### src/rtl/dfd_debug_lane_align_trainer.sv
// Lane-skew trainer: timestamps a marker's arrival on each raw lane, then derives per-lane
// 2-bit delay selects that align every lane to the latest one. DFD_CLA_LANE_ALIGN_CLAMP_EN clamps excess skew instead of erroring.
module dfd_debug_lane_align_trainer #(
  parameter int unsigned DEBUG_MUX_OUTPUT_WIDTH = 64,
  parameter int unsigned LANE_WIDTH             = 8,
  parameter int unsigned NUM_OUTPUT_LANES       = DEBUG_MUX_OUTPUT_WIDTH / LANE_WIDTH,
  parameter logic [LANE_WIDTH-1:0] MARKER       = LANE_WIDTH'(8'hA5),
  parameter int unsigned TIMEOUT                = 255,
  parameter int unsigned MAX_SKEW               = 3
) (
  input  logic                            clock,
  input  logic                            reset_n,
  input  logic [DEBUG_MUX_OUTPUT_WIDTH-1:0] debug_signals_in,
  input  logic                            start,
  output logic                            busy,
  output logic                            done,
  output logic                            error,
  output logic [NUM_OUTPUT_LANES*2-1:0]   mux_sel,
  output logic [NUM_OUTPUT_LANES*8-1:0]   arrival_dbg
`ifdef DFD_CLA_LANE_ALIGN_CLAMP_EN
  ,
  output logic                            clamp_flag
`endif
);

  localparam int unsigned NL = NUM_OUTPUT_LANES;
  localparam int unsigned CW = $clog2(TIMEOUT + 1);

  typedef enum logic [2:0] {
    S_IDLE    = 3'd0,
    S_WAIT    = 3'd1,
    S_COMPUTE = 3'd2,
    S_DONE    = 3'd3,
    S_ERR     = 3'd4
  } state_t;

  state_t              r_state;
  state_t              w_state_nxt;
  logic                r_busy;
  logic                r_done;
  logic                r_error;
  logic                w_busy_nxt;
  logic                w_done_nxt;
  logic                w_error_nxt;
  logic [CW-1:0]       r_cnt;
  logic [NL-1:0]       r_seen;
  logic [CW-1:0]       r_arrival [NL];
  logic [NL*2-1:0]     r_mux_sel;
  logic [NL-1:0]       w_match;
  logic [NL-1:0]       w_hit;
  logic                w_all_seen;
  logic                w_start_acc;
  logic [CW-1:0]       w_max;
  logic [CW-1:0]       w_diff [NL];
  logic [NL-1:0]       w_over;
  logic [NL*2-1:0]     w_sel;
  logic                w_skew_ok;

  genvar g;
  generate
    for (g = 0; g < NL; g++) begin : g_lane
      assign w_match[g] = (debug_signals_in[g*LANE_WIDTH +: LANE_WIDTH] == MARKER);
      assign w_diff[g]  = w_max - r_arrival[g];
      assign w_over[g]  = (w_diff[g] > CW'(MAX_SKEW));
      // Excess skew saturates at the largest encodable select.
      assign w_sel[2*g +: 2]      = w_over[g] ? 2'd3 : w_diff[g][1:0];
      assign arrival_dbg[8*g +: 8] = 8'(r_arrival[g]);
    end
  endgenerate

  assign w_hit       = w_match & ~r_seen;
  assign w_all_seen  = &(r_seen | w_match);
  assign w_start_acc = start && ((r_state == S_IDLE) || (r_state == S_DONE) || (r_state == S_ERR));

`ifdef DFD_CLA_LANE_ALIGN_CLAMP_EN
  assign w_skew_ok = 1'b1;
`else
  assign w_skew_ok = ~|w_over;
`endif

  // Latest arrival among all lanes is the alignment target.
  always_comb begin
    w_max = '0;
    for (int i = 0; i < int'(NL); i++) begin
      if (r_arrival[i] > w_max) w_max = r_arrival[i];
    end
  end

  // State register and registered status outputs.
  always_ff @(posedge clock or negedge reset_n) begin
    if (!reset_n) begin
      r_state <= S_IDLE;
      r_busy  <= 1'b0;
      r_done  <= 1'b0;
      r_error <= 1'b0;
    end else begin
      r_state <= w_state_nxt;
      r_busy  <= w_busy_nxt;
      r_done  <= w_done_nxt;
      r_error <= w_error_nxt;
    end
  end

  always_comb begin
    w_state_nxt = r_state;
    case (r_state)
      S_IDLE, S_DONE, S_ERR: if (start) w_state_nxt = S_WAIT;
      S_WAIT: begin
        // All-seen wins over a coincident timeout.
        if (w_all_seen)                  w_state_nxt = S_COMPUTE;
        else if (r_cnt == CW'(TIMEOUT))  w_state_nxt = S_ERR;
      end
      S_COMPUTE: w_state_nxt = w_skew_ok ? S_DONE : S_ERR;
      default:   w_state_nxt = S_IDLE;
    endcase
  end

  always_comb begin
    w_busy_nxt  = 1'b0;
    w_done_nxt  = 1'b0;
    w_error_nxt = 1'b0;
    case (w_state_nxt)
      S_WAIT, S_COMPUTE: w_busy_nxt  = 1'b1;
      S_DONE:            w_done_nxt  = 1'b1;
      S_ERR:             w_error_nxt = 1'b1;
      default:           w_busy_nxt  = 1'b0;
    endcase
  end

  // Arrival capture, cycle counter and select update.
  always_ff @(posedge clock or negedge reset_n) begin
    if (!reset_n) begin
      r_cnt     <= '0;
      r_seen    <= '0;
      r_mux_sel <= '0;
      for (int i = 0; i < int'(NL); i++) r_arrival[i] <= '0;
    end else begin
      if (w_start_acc) begin
        r_cnt  <= '0;
        r_seen <= '0;
      end else if (r_state == S_WAIT) begin
        if (r_cnt != CW'(TIMEOUT)) r_cnt <= r_cnt + CW'(1);
        r_seen <= r_seen | w_hit;
        for (int i = 0; i < int'(NL); i++) begin
          if (w_hit[i]) r_arrival[i] <= r_cnt;
        end
      end
      if ((r_state == S_COMPUTE) && w_skew_ok) r_mux_sel <= w_sel;
    end
  end

`ifdef DFD_CLA_LANE_ALIGN_CLAMP_EN
  logic r_clamp;

  // Sticky record that some lane needed more delay than the select can encode.
  always_ff @(posedge clock or negedge reset_n) begin
    if (!reset_n)                  r_clamp <= 1'b0;
    else if (w_start_acc)          r_clamp <= 1'b0;
    else if (r_state == S_COMPUTE) r_clamp <= r_clamp | (|w_over);
  end

  assign clamp_flag = r_clamp;
`endif

  assign busy    = r_busy;
  assign done    = r_done;
  assign error   = r_error;
  assign mux_sel = r_mux_sel;

endmodule

### config.mk
export PLATFORM = sky130hd
export DESIGN_NAME = dfd_debug_lane_align_trainer
export DESIGN_NICKNAME = d
export VERILOG_FILES = /design/src/rtl/dfd_debug_lane_align_trainer.sv
export SDC_FILE = /design/constraint.sdc
export NUM_CORES = 1
export LEC_CHECK = 0
export ABC_AREA = 1
export CAP_MARGIN = 20
export CORE_MARGIN = 4
export CORE_UTILIZATION = 54
export DETAILED_ROUTE_END_ITERATION = 10
export GPL_ROUTABILITY_DRIVEN = 0
export PLACE_DENSITY = 0.8
export RECOVER_POWER = 25
export REMOVE_ABC_BUFFERS = 1
export SLEW_MARGIN = 20
export SYNTH_ARGS = -nofsm -noshare
export SYNTH_HDL_FRONTEND = slang
export SYNTH_SLANG_ARGS = --single-unit
### constraint.sdc
create_clock -name clock -period 21.3 [get_ports clock]
set_clock_uncertainty 0.1 [all_clocks]
set_input_delay 2.13 -clock clock [delete_from_list [all_inputs] [get_ports clock]]
set_output_delay 2.13 -clock clock [all_outputs]
set_load 0.02 [all_outputs]
== Word level (Yosys, flattened, before mapping) ==
Cells that the tools add are included.
Word-level totals
  bits in registers: 102
  bits of input ports: 67
  output and inout port bits: 83
  logic and storage cells: 113
Cells by class
  add/sub/neg operators: 9
  order comparisons: 16
  equal/unequal tests: 18
  muxes and demuxes: 29
  bitwise logic cells: 5
  reduce and logical (&&, ||, !) cells: 21
Operator list (count)
  two-way mux 8 bit: 13
  equality test 8 bit, second input constant: 9
  greater-than comparator 8 x 2 -> 1 bit, second input constant: 8
  subtractor 8 bit: 8
  greater-than comparator 8 bit: 7
  AND reduction 3 bit: 8
  two-way mux 2 bit: 8
  OR 8 bit: 2
  equality test 3 x 2 -> 1 bit, second input constant: 4
  two-way mux 3 bit: 4
  case mux 3 bit (3 select lines): 1
  adder 8 x 1 -> 8 bit, second input constant: 1
  AND 8 bit: 1
  greater-than comparator 8 x 1 -> 1 bit, second input constant: 1
  != test 8 bit, second input constant: 1
  NOT 8 bit: 1
  AND reduction 8 bit: 1
  OR reduction 8 bit: 1
  equality test 3 x 1 -> 1 bit, second input constant: 2
  equality test 3 bit, second input constant: 2
  nonzero test 2 bit: 2
  logical NOT 3 bit: 1
  two-way mux 1 bit: 3
  OR reduction 3 bit: 1
  6 further kinds: 8

== Depth between registers and ports, before layout ==
  word-level depth: 24
  mapped depth: 100
  gate-level depth less buffers: 94

== Worst setup path before layout ==
No wires, ideal clock.
  kind: flip-flop to flip-flop
  from: reg r_arrival (netlist bit arrival_dbg[1])
  to: reg r_mux_sel[10] (netlist: mux_sel[10])
  setup time: 0.117 ns
  data arrival time: 12.442 ns
  data required time: 21.083 ns
  slack: 8.641 ns
  stages on the path, launching flop included: 82
  buffers on the path: 7
  period minus slack after synthesis: 12.659 ns
  cell sequence: dfrtp_1 > inv_1 > ha_1 > nand2_1 > nand2_1 > nand2_1 > nand2_1 > nand2_1 > nand2_2 > nand2_2 > clkbuf_1 > o21ai_0 > ha_1 > nand2_1 > inv_2 > o21ai_1 > nand2_1 > nand2_1 > [... 46 more ...] > ha_1 > nand2_1 > o21ai_0 > a21oi_1 > o21ai_0 > a21oi_1 > o21bai_1 > xor2_1 > inv_1 > nand2_1 > nand3_1 > inv_2 > nand2_1 > nor2_4 > nand3_4 > buf_6 > nand2_1 > nand2_1
Between the ends
  cells in the longest elaborated chain, start to end: 21
  elaborated cells between the ends (all ways): 36
  those cells by class: add/sub (8); order compare (16); mux (9); reduce/logical (3)
Ends and longest elaborated chain
  start, declared: RTL line 47  | logic [CW-1:0] r_arrival [NL];
  start signal, assigned by index: RTL line 145  | if (w_hit[i]) r_arrival[i] <= r_cnt;
  greater-than comparator 8 x 1 -> 1 bit: RTL line 85  | if (r_arrival[i] > w_max) w_max = r_arrival[i];
  two-way mux 8 bit: RTL line 85
  greater-than comparator 8 bit: RTL line 85
  two-way mux 8 bit: RTL line 85
  greater-than comparator 8 bit: RTL line 85
  two-way mux 8 bit: RTL line 85
  greater-than comparator 8 bit: RTL line 85
  two-way mux 8 bit: RTL line 85
  [... 5 more ...]
  two-way mux 8 bit: RTL line 85
  greater-than comparator 8 bit: RTL line 85
  two-way mux 8 bit: RTL line 85
  subtractor 8 bit: RTL line 63  | assign w_diff[g] = w_max - r_arrival[g];
  greater-than comparator 8 x 2 -> 1 bit: RTL line 64  | assign w_over[g] = (w_diff[g] > CW'(MAX_SKEW));
  OR reduction 8 bit: RTL line 78  | assign w_skew_ok = ~|w_over;
  logical NOT 1 bit: RTL line 78
  logical AND 1 bit: RTL line 148  | if ((r_state == S_COMPUTE) && w_skew_ok) r_mux_sel <= w_sel;
  end signal, assigned: RTL line 148
  end, declared: RTL line 48  | logic [NL*2-1:0] r_mux_sel;
Parallel ways exist; a longest one is shown, timed or not.
A chain may end at the register's enable or synchronous reset.

== Worst setup path after layout ==
  from: reg r_arrival (netlist bit arrival_dbg[1])
  to: reg r_mux_sel[6] (netlist: mux_sel[6])
The elaborated chain is that of the path after synthesis.

==> results.toml <==
[status]
outcome = "finished, violations left"
failed_checks = "max-capacitance violations, max-slew violations"

[critical_path]
cp_common_cell = "nand2_1"
critPathSlowestCell = "o21ai_1"
ff2ff_setup_slack_ps = 8060
max_stage_delay_ps = 750
cp-start-kind = "flop"
critPathArrivalTime_ps = 13380
worstPathMaxFanout = 17
worstPathRequired_ps = 21450
critPathKind = "reg2reg"
endpoint_kind = "flop"

[synthesis]
ys_async_sr_fraction = 1.00
ys_ff_latch = 102
synth_top_cell_area_share = 0.283
syn-cell-area_um2 = 9020
ys_top_cells_by_area = "dfrtp_1 28%, ha_1 16%, nand2_1 10%"
avgSynthCellArea_um2 = 7.18
synth_cell_types = 43
synth_edf_count = 0
synthFlopType = "dfrtp_1"
synth-seq-area-share = 0.283
synth_top_cell_by_area = "dfrtp_1"
postSynthCellCount = 1256
yosys_warnings = 0

[cts]
cts_made_buffers = 9
clk_pin_slew_ps = 70
clkSinkCount = 102
htreeDepth = 3
post_cts_buffers = 0
clock_path_buffers = 2
post_cts_resized = 0
cts_tree = "done"
clk_latency_ps = 360
clockRootBuffer = "clkbuf_16"
cts_hold_buf = 0

[die]
dieWidth_um = 137
fp-row-count = 46
start_util = 0.560
die_h_um = 137
die_area_um2 = 18800
coreArea_um2 = 16100
ios = 150

[worst_hold_path]
hold_path_class = "reg2reg"

[route]
drtIter0Drc = 668
drc = 0
wl_um = 27200
detail_route.wl_per_cell_um = 16.8
final_antenna_net_count = 0
post_drt_via_cell_ratio = 5.56
wirelength_met1_um = 11100
top_layer_used = "met4"
wl_met3_um = 2530
firstDrtPassIters = 5
wl_met2_um = 12400
via_count = 9006

[sta]
period_needed_ps = 13240
fmax_mhz = 75.5
rsz0062_at_grt = "false"
fin_crit_sh = 0.621
finalHoldViolCount = 0
tightest_slew_ps = 2880
relSlewSlack = -0.917
finalSetupTns_ps = 0
setup_viol = 0
finalMaxSlewViolations = 105

[flow_run]
maxCapViolations = 2

[cells_and_area]
final_layout_size_suffix_gt1_frac = 0.0506
n_antenna_cell = 0
nets = 1590
area_delta_synth_final_pct = 22.7
layout_common_cells = "249 x nand2_1, 206 x inv_1, 147 x clkdlybuf4s50_1"
final_common_cell = "nand2_1"

[grt]
grt_use_total = 0.299
grt_pass1_wl_um = 43800
antenna_found_initial = 0
grt_max_degree = 54
grt_pass1_vias = 8769
overflow = 0

[place]
portBuffers = 149
dp_hpwl_um = 21100
[stage by stage]
stage	cell area (µm²)	util	hold WS, ps	cells	setup slack, ps
2_1_floorplan	8890	-	366	1226	9320
3_3_place_gp	10800	0.669	357	1604	8840
3_5_place_dp	10800	0.669	363	1604	8320
4_1_cts	11100	0.688	380	1619	8270
5_1_grt	11100	0.687	413	1619	6790
6_report	11100	0.687	377	1619	8060
[critical path, delay by kind of cell (launching register included)]
| kind | cells | cell delay [ps] |
|---|---|---|
| compound gates | 22 | 4440 |
| fa+ha+maj | 8 | 2680 |
| simple gates | 37 | 4700 |
| buf+inv | 6 | 610 |
| flops | 1 | 430 |
| xor+xnor | 1 | 160 |
[registers in the layout, summed over array words and instances (netlist names)]
name / flops
arrival_dbg: 64
mux_sel: 16
r_cnt: 8
r_seen: 8
r_state: 3
busy: 1
done: 1
error: 1
[layout make-up]
cell class              count  area (µm²)
multi-input cells         908        5570
fillers                  1360        5040
flip-flops and latches    102        2550
repair buffers            162        1580
inverters                 216         811
well taps                 216         270
clock buffers              12         256
clock inverters             3        43.8
[cell families after synthesis]
logic type / Yosys count / synth area share
xor gates and xnor gates: 48 / 0.0466
DFF: 102 / 0.283
and+or+nand+nor: 498 / 0.246
buffers and inverters: 246 / 0.104
adders and majority gates: 124 / 0.179
AOI/OAI and AO/OA: 236 / 0.140
muxes: 2 / 0.00222
[cells in the mapped netlist, types with 15 or more instances]
| cell type | number |
|---|---|
| dfrtp_1 | 102 |
| inv_1 | 206 |
| nor2_1 | 108 |
| nand3_1 | 47 |
| nand4_1 | 34 |
| xnor2_1 | 15 |
| nand2_2 | 15 |
| nand2_1 | 249 |
| clkbuf_1 | 27 |
| xor2_1 | 33 |
| ha_1 | 116 |
| a21oi_1 | 113 |
| o21ai_0 | 89 |
[final timing paths]
check / end / cells after the start / start
worst max-delay path: mux_sel[6] / 74 / arrival_dbg[1]
worst min-delay path: mux_sel[7] / 2 / mux_sel[7]
worst max register to register: mux_sel[6] / 74 / arrival_dbg[1]
worst min register to register: mux_sel[7] / 2 / mux_sel[7]
max in group asynchronous: r_seen[4] / 2 / reset_n
min in group asynchronous: arrival_dbg[28] / 1 / reset_n
[routing by layer]
| metal | vias up | GRT usage |
|---|---|---|
| li1 | 4373 | - |
| met1 | 4111 | 0.382 |
| met2 | 439 | 0.491 |
| met3 | 83 | 0.0566 |
| met4 | 0 | 0.136 |
| met5 | - | 0 |
Power is left out: the tool's default activity adds up to more than one toggle a clock period on the data nets, which glitch-free logic cannot reach.
